### config.mk
export PLATFORM = sky130hd
export DESIGN_NAME = fpga_status_leds
export DESIGN_NICKNAME = d
export VERILOG_FILES = /design/src/rtl/fpga_status_pkg.sv /design/src/rtl/fpga_led_stretcher.sv /design/src/rtl/fpga_status_leds.sv
export SDC_FILE = /design/constraint.sdc
export NUM_CORES = 1
export LEC_CHECK = 0
export ABC_AREA = 0
export ABC_CLOCK_PERIOD_IN_PS = 5900
export BUFFER_PORTS_ARGS = -buffer_cell sky130_fd_sc_hd__buf_2
export CAP_MARGIN = 20
export CORE_MARGIN = 2
export CORE_UTILIZATION = 63
export CTS_CLUSTER_DIAMETER = 200
export DETAILED_ROUTE_END_ITERATION = 12
export HOLD_SLACK_MARGIN = 0.02
export PLACE_DENSITY = 0.86
export SLEW_MARGIN = 20
export SYNTH_ARGS = -nofsm -noshare
export SYNTH_HDL_FRONTEND = slang
export SYNTH_SLANG_ARGS = --single-unit
### constraint.sdc
create_clock -name clk_gen -period 5.9 [get_ports clk_gen]
set_input_delay 0.59 -clock clk_gen [delete_from_list [all_inputs] [get_ports clk_gen]]
set_output_delay 0.59 -clock clk_gen [all_outputs]
set_load 0.005 [all_outputs]
### src/rtl/fpga_status_pkg.sv
// Shared types for the FPGA status LED block.
//   led_mode_e : per-channel LED display mode (2 bits)
//   EXIT_WIDTH : width of the captured program exit code
package fpga_status_pkg;

    typedef enum logic [1:0] {
        LED_OFF       = 2'd0,
        LED_HEARTBEAT = 2'd1,
        LED_STRETCH   = 2'd2,
        LED_EXIT      = 2'd3
    } led_mode_e;

    localparam int unsigned EXIT_WIDTH = 32;

endpackage

### src/rtl/fpga_led_stretcher.sv
// Single-channel event pulse stretcher.
// A one-cycle event loads the counter with STRETCH_CYCLES; the counter then
// decrements to zero, so active_o stays high for exactly STRETCH_CYCLES
// cycles after an isolated event. A new event always reloads the counter,
// even on the cycle it would otherwise reach zero.
//   clk_gen  : clock, rising edge
//   rst_n    : asynchronous active-low reset
//   event_i  : single-cycle event strobe
//   active_o : high while the stretch counter is nonzero
module fpga_led_stretcher
    import fpga_status_pkg::*;
#(
    parameter int unsigned STRETCH_CYCLES = 2**20
) (
    input  logic clk_gen,
    input  logic rst_n,
    input  logic event_i,
    output logic active_o
);

    localparam int unsigned CW = $clog2(STRETCH_CYCLES + 1);
    localparam logic [CW-1:0] LOAD = CW'(STRETCH_CYCLES);

    logic [CW-1:0] cnt;

    always_ff @(posedge clk_gen or negedge rst_n) begin
        if (!rst_n) begin
            cnt <= '0;
        end else if (event_i) begin
            cnt <= LOAD;
        end else if (cnt != '0) begin
            cnt <= cnt - CW'(1);
        end
    end

    assign active_o = (cnt != '0);

endmodule

### src/rtl/fpga_status_leds.sv
// FPGA status LED driver.
// Each channel shows one of: off, a slow heartbeat, a stretched event pulse,
// or the program exit status (solid for exit code 0, fast blink otherwise).
// led_o is decoded only from registered state, so no input reaches it
// combinationally.
//   clk_gen        : clock, rising edge
//   rst_n          : asynchronous active-low reset
//   mode_i         : per-channel mode, 2 bits per channel (led_mode_e)
//   event_i        : per-channel single-cycle event strobe
//   exit_valid_i   : program exit indication
//   exit_value_i   : program exit code
//   led_o          : LED drive, 1 = lit
//   exit_latched_o : sticky flag, exit code captured
//   exit_value_o   : captured exit code
module fpga_status_leds
    import fpga_status_pkg::*;
#(
    parameter int unsigned NUM_LEDS       = 4,
    parameter int unsigned CNT_WIDTH      = 27,
    parameter int unsigned STRETCH_CYCLES = 2**20
) (
    input  logic                    clk_gen,
    input  logic                    rst_n,
    input  logic [2*NUM_LEDS-1:0]   mode_i,
    input  logic [NUM_LEDS-1:0]     event_i,
    input  logic                    exit_valid_i,
    input  logic [EXIT_WIDTH-1:0]   exit_value_i,
    output logic [NUM_LEDS-1:0]     led_o,
    output logic                    exit_latched_o,
    output logic [EXIT_WIDTH-1:0]   exit_value_o
);

    logic [CNT_WIDTH-1:0] hb_cnt;
    led_mode_e            mode_q [NUM_LEDS];
    logic [NUM_LEDS-1:0]  stretch_active;
    logic                 exit_led;

    always_ff @(posedge clk_gen or negedge rst_n) begin
        if (!rst_n) begin
            hb_cnt <= '0;
        end else begin
            hb_cnt <= hb_cnt + CNT_WIDTH'(1);
        end
    end

    always_ff @(posedge clk_gen or negedge rst_n) begin
        if (!rst_n) begin
            for (int unsigned i = 0; i < NUM_LEDS; i++) begin
                mode_q[i] <= LED_OFF;
            end
        end else begin
            for (int unsigned i = 0; i < NUM_LEDS; i++) begin
                mode_q[i] <= led_mode_e'(mode_i[2*i +: 2]);
            end
        end
    end

    // First exit indication wins; later ones are ignored until reset.
    always_ff @(posedge clk_gen or negedge rst_n) begin
        if (!rst_n) begin
            exit_latched_o <= 1'b0;
            exit_value_o   <= '0;
        end else if (exit_valid_i && !exit_latched_o) begin
            exit_latched_o <= 1'b1;
            exit_value_o   <= exit_value_i;
        end
    end

    // Stretchers run regardless of mode so a switch to LED_STRETCH
    // shows the in-flight stretch state.
    genvar g;
    generate
        for (g = 0; g < NUM_LEDS; g++) begin : g_stretch
            fpga_led_stretcher #(
                .STRETCH_CYCLES(STRETCH_CYCLES)
            ) u_stretch (
                .clk_gen (clk_gen),
                .rst_n   (rst_n),
                .event_i (event_i[g]),
                .active_o(stretch_active[g])
            );
        end
    endgenerate

    always_comb begin
        exit_led = 1'b0;
        if (exit_latched_o) begin
            exit_led = (exit_value_o == '0) ? 1'b1 : hb_cnt[CNT_WIDTH-3];
        end
    end

    always_comb begin
        led_o = '0;
        for (int unsigned i = 0; i < NUM_LEDS; i++) begin
            unique case (mode_q[i])
                LED_OFF:       led_o[i] = 1'b0;
                LED_HEARTBEAT: led_o[i] = hb_cnt[CNT_WIDTH-1];
                LED_STRETCH:   led_o[i] = stretch_active[i];
                LED_EXIT:      led_o[i] = exit_led;
                default:       led_o[i] = 1'b0;
            endcase
        end
    end

endmodule

==> metrics.csv, run 1 <==
metric,value,unit
synth_warnings,0,
place_congestion,0.861,
post_cts_resized,0,
grt_pass1_wl,25900,um
critPathLaunchType,flop,
crit_required,5.31,ns
switchingPower,1600,uW
vias_per_cell,6.04,
routedWlPerCell,16.7,um
finalCriticalPeriod,3.60,ns
cts_root_buf,clkbuf_16,
path_class,flop to output port,
comb_power_share,35.5,%
peakVddDrop,0.345,mV
cpPeakStageDelay,0.63,ns
num_rows,39,
drt.antenna.violating_nets,0,
synth_top_area_share,52.3,%
r2r-start,g_stretch[3].u_stretch.cnt[0]$_DFFE_PN0P_,
power_frac_clock,26.8,%
slowest_stage,or4_4,
pwr-share-seq,37.7,%
setup_ws,2.30,ns
hold_class,input pin to async pin,
hold_viol_final,0,
setup_viol,0,
track_usage,25.8,%
crit_fanout,17,
p_int,2530,uW
ff2ff_path_depth,7,
syn_nets,740,
antenna_found_initial,0,
synth_top_area_cell,dfrtp_1,
vias,5543,
cp_top_family,simple AND/OR/NAND/NOR gates,
layout-drive-gt1-share,21.6,%
end_kind,output port,
fmax,278,MHz
fin_tns_setup,0,ns
cp_num_buf_inv,2,
drv_slew,0,
placedCellCount,885,
finalCritPeriodShare,61.0,%
start_util,64.3,%
grt_max_degree,83,
p_total,4130,uW
chipHeight,111,um
cts_setup_buffers,0,
grt_pass1_vias,5493,
synth_seq_area_share,52.3,%
diodes,0,
place_ws,2.77,ns
postCtsHoldBufs,0,
drc,0,
r2r_slack,3.33,ns
drtIter0Drc,502,
clkTransAtPathRegs,0.06,ns
yosys.cell_types.count,51,
tritoncts,built,
ys_ff_latch,152,
async_flop_share,100,%
netlist_area,7280,sq um
pin_count,84,
grt_overflow,0,
syn2layout_area_growth,15.2,%
wl,15300,um
synth-edff-count,0,
synth_area_leaders,"dfrtp_1 (52%), xor2_1 (6.0%), mux2_2 (5.1%), nor2_1 (4.4%), xnor2_1 (4.1%)",
power_leakage,0.00384,uW
syn_avg_cell_area,10.6,sq um
drv_cap,0,
timing.rr.end,g_stretch[3].u_stretch.cnt[5]$_DFFE_PN0P_,
worst_ep_arrival_time,3.01,ns
dr.pass1.iters,5,
utilization,74.0,%
clk_path_buf_depth,2,
htree_levels,4,
clkSinkCount,152,
synth_common_cells,"dfrtp_1 (152), nor2_1 (86), xor2_1 (50), xnor2_1 (34), mux2_2 (33)",
tightest_slew,0.935,ns
io_buffers,83,
cts_inserted_buffers,17,
nets,817,
powerDensity,493,nW/um^2
dpl.hpwl,10200,um
relSlewSlack,37.1,%
ys.flop_type,dfrtp_1,
synthCells,684,
finalClockSkew,0.00952,ns
crit_chain,"inv_1, ha_1, or4b_2, or4_4, nor2_8, nor3b_1, a311o_1, buf_2",
insertion_delay,0.43,ns
synth_most_common_cell,dfrtp_1,
coreArea,11300,sq um
status,"finished, final reports clean",
die_area,12400,sq um
instances_no_fill,917,
swShare,38.7,%
chipWidth,111,um
rsz0062_at_grt,false,
[worst reg2reg max path, delay by kind of cell (launching register included)]
kind	cells	cell delay, ns
and+or+nand+nor	3	1.29
DFF	1	0.40
AOI/OAI and AO/OA	1	0.26
xor gates and xnor gates	1	0.19
adders and majority gates	1	0.18
buffers and inverters	1	0.12
[layout by cell type, fill, tap and decap left out, types with 8 or more instances in the layout]
| master | count |
|---|---|
| nand4_1 | 13 |
| nor4_1 | 28 |
| xor2_1 | 50 |
| a21oi_1 | 16 |
| dfrtp_1 | 152 |
| clkbuf_16 | 17 |
| nor2_1 | 86 |
| mux2_2 | 33 |
| and3_1 | 8 |
| nor3_1 | 27 |
| buf_2 | 82 |
| nand3_1 | 20 |
| or4_1 | 23 |
| xnor2_1 | 34 |
| nand2_1 | 24 |
| o21ai_0 | 27 |
| ha_1 | 9 |
| or3_1 | 15 |
| inv_1 | 11 |
[worst max path at each step]
stage	from	to	slack (ns)	cells past startpoint
floorplan	g_stretch[3].u_stretch.cnt[0]$_DFFE_PN0P_	led_o[3]	3.02	8
global placement	g_stretch[3].u_stretch.cnt[0]$_DFFE_PN0P_	led_o[3]	2.82	8
detailed placement	g_stretch[3].u_stretch.cnt[0]$_DFFE_PN0P_	led_o[3]	2.77	8
CTS	g_stretch[3].u_stretch.cnt[0]$_DFFE_PN0P_	led_o[3]	2.29	8
global route	g_stretch[3].u_stretch.cnt[0]$_DFFE_PN0P_	led_o[3]	2.17	8
finish	g_stretch[3].u_stretch.cnt[0]$_DFFE_PN0P_	led_o[3]	2.30	8
[final cells by class]
class	count	area, sq um
Sequential cell	152	3800
Multi-Input combinational cell	494	3310
Fill cell	717	2940
Timing Repair Buffer	85	437
Clock buffer	17	425
Clock inverter	15	183
Tap cell	143	179
Inverter	11	41.3
[registers in the layout (all words and copies together) (netlist names)]
register / cells
hb_cnt: 27
exit_latched_o: 1
exit_value_o: 32
g_stretch.u_stretch.cnt: 84
mode_q: 8
[per-stage QoR]
| step | hold slack (ns) | instance area [sq um] |
|---|---|---|
| floorplan | 0.294 | 7280 |
| global placement | 0.451 | 7770 |
| detailed placement | 0.460 | 7770 |
| CTS | 0.229 | 8380 |
| global route | 0.252 | 8380 |
| finish | 0.193 | 8380 |
[kinds of logic (layout without fill, tap and decap cells)]
group                      after synthesis  after routing  share of synthesized area (%)
muxes                                   36             36                           5.54
buffers and inverters                   38            128                           2.22
DFF                                    152            152                           52.3
xor gates and xnor gates                84             84                           10.1
and+or+nand+nor                        294            294                           22.4
adders and majority gates                9              9                           1.55
AOI/OAI and AO/OA                       71             71                           5.93
[power groups by stage]
stage          sequential [uW]  clock, uW  combinational, uW
2_1_floorplan             1500          0               1180
3_3_place_gp              1540          0               1360
3_5_place_dp              1560          0               1420
4_1_cts                   1550       1120               1450
5_1_grt                   1590       1170               1640
6_report                  1560       1110               1470
[per-layer routing]
| metal | global-route usage, % | vias up | part of all wire, % |
|---|---|---|---|
| met3 | 8.00 | 28 | 5.9 |
| met1 | 32.5 | 2753 | 43 |
| li1 | - | 2590 | - |
| met2 | 43.0 | 172 | 49 |
| met4 | 8.89 | 0 | 1.9 |
| met5 | 0 | - | 0 |
No activity file was read; power rests on OpenSTA's default activity.
==> run 2: changes to the inputs <==
--- a/config.mk
+++ b/config.mk
@@ -6,15 +6,15 @@
 export NUM_CORES = 1
 export LEC_CHECK = 0
 export ABC_AREA = 0
-export ABC_CLOCK_PERIOD_IN_PS = 5900
+export ABC_CLOCK_PERIOD_IN_PS = 3760
 export BUFFER_PORTS_ARGS = -buffer_cell sky130_fd_sc_hd__buf_2
 export CAP_MARGIN = 20
 export CORE_MARGIN = 2
-export CORE_UTILIZATION = 63
+export CORE_UTILIZATION = 59
 export CTS_CLUSTER_DIAMETER = 200
 export DETAILED_ROUTE_END_ITERATION = 12
 export HOLD_SLACK_MARGIN = 0.02
-export PLACE_DENSITY = 0.86
+export PLACE_DENSITY = 0.81
 export SLEW_MARGIN = 20
 export SYNTH_ARGS = -nofsm -noshare
 export SYNTH_HDL_FRONTEND = slang
==> constraint.sdc (replaced) <==
create_clock -name clk_gen -period 3.76 [get_ports clk_gen]
set_input_delay 0.376 -clock clk_gen [delete_from_list [all_inputs] [get_ports clk_gen]]
set_output_delay 0.376 -clock clk_gen [all_outputs]
set_load 0.005 [all_outputs]
==> run 2 against run 1 <==
Worst setup slack lost 1.9 ns. Utilization shrank 4.4 points. Non-clock buffer count grew 1. Critical path type unchanged. Highest routed layer unchanged.
==> metrics.csv, run 2 (same netlist as run 1, synthesis figures left out) <==
metric,value,unit,change
fin_tns_setup,0,ns,unchanged
drv_slew,0,,unchanged
powerDensity,762,nW/um^2,was 493 nW/um^2
p_total,6370,uW,was 4130 uW
peakVddDrop,0.463,mV,was 0.345 mV
reg_top3,"g_stretch.u_stretch.cnt x84, exit_value_o x32, hb_cnt x27",,unchanged
htree_levels,4,,unchanged
finalCriticalPeriod,3.39,ns,
syn2layout_area_growth,14.9,%,was 15.2%
busiest_layer,met2,,unchanged
largest_register_ffs,84,,unchanged
layout-drive-gt1-share,21.4,%,was 21.6%
vias_per_cell,5.97,,was 6.04
cp_top_family,simple AND/OR/NAND/NOR gates,,unchanged
chipWidth,115,um,was 111 um
finalClockSkew,0.00637,ns,was 0.00952 ns
grtUsageMet1,30.4,%,was 32.5%
cpPeakStageDelay,0.64,ns,was 0.63 ns
placedCellCount,890,,was 885
dpl.hpwl,10400,um,"was 10,200 um"
grt_overflow,0,,unchanged
cts_inserted_buffers,17,,unchanged
cp_num_buf_inv,2,,unchanged
crit_chain,"inv_1, ha_1, or4b_2, or4_4, nor2_8, nor3b_1, a311o_1, buf_2",,unchanged
grt_pass1_wl,25300,um,"was 25,900 um"
path_class,flop to output port,,unchanged
grt_use_met3,7.17,%,was 8.00%
final_cell_mix,"dfrtp_1 (152), nor2_1 (86), buf_2 (82)",,unchanged
relSlewSlack,33.6,%,was 37.1%
clk_path_buf_depth,2,,unchanged
tightest_slew,0.987,ns,was 0.935 ns
nFillCells,818,,was 717
nets,818,,was 817
vias,5503,,"was 5,543"
critPathLaunchType,flop,,unchanged
die_area,13200,sq um,"was 12,400 sq um"
timing.rr.end,g_stretch[3].u_stretch.cnt[3]$_DFFE_PN0P_,,was g_stretch[3].u_stretch.cnt[5]$_DFFE_PN0P_
r2r-start,g_stretch[3].u_stretch.cnt[0]$_DFFE_PN0P_,,unchanged
drt.antenna.violating_nets,0,,unchanged
hold_slack,0.0247,ns,was 0.193 ns
crit_required,3.38,ns,was 5.31 ns
r2r_slack,1.18,ns,was 3.33 ns
power_leakage,0.00384,uW,about the same
place_congestion,0.871,,was 0.861
final_common_cell,dfrtp_1,,unchanged
worst_ep_arrival_time,3.02,ns,was 3.01 ns
rsz0062_at_grt,false,,unchanged
setup_viol,0,,unchanged
hold_class,input pin to async pin,,unchanged
insertion_delay,0.42,ns,was 0.43 ns
pin_count,84,,unchanged
chipHeight,115,um,was 111 um
end_kind,output port,,unchanged
num_rows,40,,was 39
drv_cap,0,,unchanged
grt.met2_usage,39.4,%,was 43.0%
post_cts_resized,0,,unchanged
antenna_found_initial,0,,unchanged
track_usage,24.1,%,was 25.8%
crit_start,g_stretch[3].u_stretch.cnt[0]$_DFFE_PN0P_,,unchanged
start_util,60.6,%,was 64.3%
ff2ff_path_depth,7,,unchanged
hold_viol_final,0,,unchanged
clkSinkCount,152,,unchanged
coreArea,12000,sq um,"was 11,300 sq um"
drc,0,,unchanged
crit_fanout,17,,unchanged
tritoncts,built,,unchanged
grt_pass1_vias,5573,,"was 5,493"
fmax,295,MHz,
slowest_stage,or4_4,,unchanged
cts_root_buf,clkbuf_16,,unchanged
dr.pass1.iters,4,,was 5
instances_no_fill,922,,was 917
diodes,0,,unchanged
grt_max_degree,97,,was 83
wl,14900,um,"was 15,300 um"
drtIter0Drc,459,,was 502
top_register,g_stretch.u_stretch.cnt,,unchanged
routedWlPerCell,16.2,um,was 16.7 um
utilization,69.6,%,was 74.0%
status,"finished, final reports clean",,unchanged
cts_setup_buffers,0,,unchanged
io_buffers,83,,unchanged
finalCritPeriodShare,90.3,%,
postCtsHoldBufs,0,,unchanged
clkTransAtPathRegs,0.06,ns,about the same
run 2: per-layer routing:
layer	vias up	part of all wire, %	wire length [um]
met5	-	0	0
met4	0	1.8	271
met3	27	6.4	953
met2	165	49	7260
met1	2721	43	6460
li1	2590	-	-
run 2: final cells by class:
class	instances	area, sq um	share of cell area [%]
multi-input cells	494	3310	39.6
flip-flops and latches	152	3800	45.5
well taps	147	184	2.20
repair buffers	86	444	5.31
clock inverters	13	144	1.72
clock buffers	19	433	5.18
inverters	11	41.3	0.494
run 2: worst max path at each step:
stage / endpoint / cells past startpoint
2_1_floorplan: led_o[3] / 8
3_3_place_gp: led_o[3] / 8
3_5_place_dp: led_o[3] / 8
4_1_cts: led_o[3] / 8
5_1_grt: led_o[3] / 8
6_report: led_o[3] / 8
run 2: power breakdown:
group          switching [uW]  internal (uW)  total, uW
registers                 425           2020       2450
clock network             671            984       1650
logic                    1330            944       2270
run 2: through the flow:
step	worst slack (ns)	instance area (sq um)
after global placement	0.895	7790
final	0.366	8360
after CTS	0.367	8360
after floorplan	1.09	7280
after global routing	0.253	8360
after detailed placement	0.818	7790
==> run 3: changes to the inputs <==
--- a/config.mk
+++ b/config.mk
@@ -15,6 +15,7 @@
 export DETAILED_ROUTE_END_ITERATION = 12
 export HOLD_SLACK_MARGIN = 0.02
 export PLACE_DENSITY = 0.81
+export REMOVE_ABC_BUFFERS = 1
 export SLEW_MARGIN = 20
 export SYNTH_ARGS = -nofsm -noshare
 export SYNTH_HDL_FRONTEND = slang
==> run 3 against run 2 <==
Flip-flop and latch count unchanged. Final cell count unchanged. Hold slack improved by 0.020 ns. Maximum frequency increased by 1.4%. Die area unchanged. Register-to-register slack got worse by 0.02 ns. Combinational power about the same. Utilization increased by 0.16 points. Critical endpoint unchanged.
==> metrics.csv, run 3 (same netlist as run 1, synthesis figures left out) <==
metric,value,unit,change
grt_pass1_wl,26000,um,"was 25,300 um"
ff2ff_path_depth,7,,unchanged
status,"finished, final reports clean",,unchanged
hold_class,input pin to async pin,,unchanged
cp_num_buf_inv,2,,unchanged
cts_root_buf,clkbuf_16,,unchanged
drc,0,,unchanged
peakVddDrop,0.429,mV,was 0.463 mV
crit_path_end,led_o[3],,unchanged
multi_input_area,3310,sq um,unchanged
power_frac_clock,26.5,%,was 26.0%
final_cell_mix,"dfrtp_1 (152), nor2_1 (86), buf_2 (82)",,unchanged
hold_slack,0.0442,ns,was 0.0247 ns
register_area,3800,sq um,unchanged
postCtsHoldBufs,0,,unchanged
relSlewSlack,37.8,%,was 33.6%
fmax,299,MHz,was 295 MHz
finalClockSkew,0.00721,ns,was 0.00637 ns
tightest_slew,0.924,ns,was 0.987 ns
rsz0062_at_grt,false,,unchanged
routedWlPerCell,16.5,um,was 16.2 um
post_cts_resized,0,,unchanged
cts_setup_buffers,0,,unchanged
htree_levels,4,,unchanged
power_leakage,0.00384,uW,about the same
path_class,flop to output port,,unchanged
chipHeight,115,um,unchanged
place_congestion,0.864,,was 0.871
grt_pass1_vias,5440,,"was 5,573"
vias_per_cell,5.88,,was 5.97
syn2layout_area_growth,15.2,%,was 14.9%
vias,5425,,"was 5,503"
clk_path_buf_depth,2,,unchanged
r2r-start,g_stretch[3].u_stretch.cnt[0]$_DFFE_PN0P_,,unchanged
worst_ep_arrival_time,2.97,ns,was 3.02 ns
pwr-share-seq,38.1,%,was 38.4%
drtIter0Drc,329,,was 459
slowest_stage,or4_4,,unchanged
swShare,37.8,%,was 38.0%
nFillCells,872,,was 818
io_buffers,83,,unchanged
chipWidth,115,um,unchanged
comb_power_share,35.4,%,was 35.6%
crit_start,g_stretch[3].u_stretch.cnt[0]$_DFFE_PN0P_,,unchanged
reg_top3,"g_stretch.u_stretch.cnt x84, exit_value_o x32, hb_cnt x27",,unchanged
grt_overflow,0,,unchanged
end_kind,output port,,unchanged
die_area,13200,sq um,unchanged
setup_viol,0,,unchanged
path_depth,8,,unchanged
dr.pass1.iters,5,,was 4
insertion_delay,0.43,ns,was 0.42 ns
coreArea,12000,sq um,unchanged
finalCriticalPeriod,3.35,ns,was 3.39 ns
antenna_found_initial,0,,unchanged
cpPeakStageDelay,0.63,ns,was 0.64 ns
crit_chain,"inv_1, ha_1, or4b_2, or4_4, nor2_8, nor3b_1, a311o_1, buf_2",,unchanged
layout-drive-gt1-share,21.4,%,unchanged
pin_count,84,,unchanged
drt.antenna.violating_nets,0,,unchanged
dpl.hpwl,10400,um,about the same
tritoncts,built,,unchanged
r2r_slack,1.16,ns,was 1.18 ns
drv_cap,0,,unchanged
nets,818,,unchanged
hold_viol_final,0,,unchanged
final_common_cell,dfrtp_1,,unchanged
grt_max_degree,114,,was 97
clkTransAtPathRegs,0.06,ns,about the same
num_rows,40,,unchanged
timing.rr.end,g_stretch[3].u_stretch.cnt[3]$_DFFE_PN0P_,,unchanged
clkSinkCount,152,,unchanged
cp_top_family,simple AND/OR/NAND/NOR gates,,unchanged
wl,15200,um,"was 14,900 um"
top_register,g_stretch.u_stretch.cnt,,unchanged
cts_inserted_buffers,17,,unchanged
largest_register_ffs,84,,unchanged
track_usage,25.0,%,was 24.1%
fin_tns_setup,0,ns,unchanged
crit_required,3.38,ns,about the same
finalCritPeriodShare,89.0,%,was 90.3%
switchingPower,2430,uW,was 2420 uW
crit_fanout,17,,unchanged
powerDensity,767,nW/um^2,was 762 nW/um^2
drv_slew,0,,unchanged
diodes,0,,unchanged
start_util,60.6,%,unchanged
p_int,4000,uW,was 3950 uW
critPathLaunchType,flop,,unchanged
run 3: cell types whose count changed in the layout (fill, tap and decap cells not counted), sizes merged:
| cell | delta |
|---|---|
| buf | -1 |
| inv | -3 |
| clkbuf | +4 |
| clkinv | -2 |
| clkinvlp | +2 |
run 3: cell type report:
class | instances | area share (%)
sequential | 152 | 45.4
multi-input combinational | 494 | 39.5
clock buffer | 22 | 5.66
timing repair buffer | 86 | 5.33
tap | 147 | 2.19
clock inverter | 10 | 1.42
inverter | 11 | 0.493
run 3: power by group through the flow:
stage	sequential, uW	clock, uW	combinational, uW
after floorplan	2360	0	1770
after global placement	2420	0	2150
after detailed placement	2450	0	2240
after CTS	2440	1720	2270
after global routing	2510	1790	2570
final	2450	1700	2280
run 3: through the flow:
stage / worst slack (ns) / std cells / area [sq um] / power (uW) / utilization (%)
global placement: 0.910 / 890 / 7790 / 4570 / 64.8
finish: 0.414 / 922 / 8380 / 6430 / 69.8
CTS: 0.398 / 922 / 8380 / 6430 / 69.8
detailed placement: 0.861 / 890 / 7790 / 4680 / 64.8
global route: 0.266 / 922 / 8380 / 6870 / 69.8
floorplan: 1.08 / 657 / 7160 / 4120 / -
run 3: per-layer routing:
layer	vias up	wire length [um]	GRT usage, %
li1	2591	-	-
met1	2629	6720	32.5
met2	173	7540	41.1
met3	32	703	5.32
met4	0	272	10.0
met5	-	0	0
run 3: worst min-delay path by stage:
stage                          from                                   endpoint  slack (ns)  cells past startpoint
3_5_place_dp   hb_cnt[25]$_DFF_PN0_                       hb_cnt[25]$_DFF_PN0_        0.46                      1
3_3_place_gp   hb_cnt[20]$_DFF_PN0_                       hb_cnt[20]$_DFF_PN0_        0.45                      1
5_1_grt                   mode_i[7]                        mode_q[1]$_DFF_PN0_        0.04                      1
2_1_floorplan                 rst_n                 exit_latched_o$_DFFE_PN0P_        0.08                      0
6_report                      rst_n  g_stretch[3].u_stretch.cnt[6]$_DFFE_PN0P_        0.04                      1
4_1_cts                   mode_i[7]                        mode_q[1]$_DFF_PN0_        0.04                      1
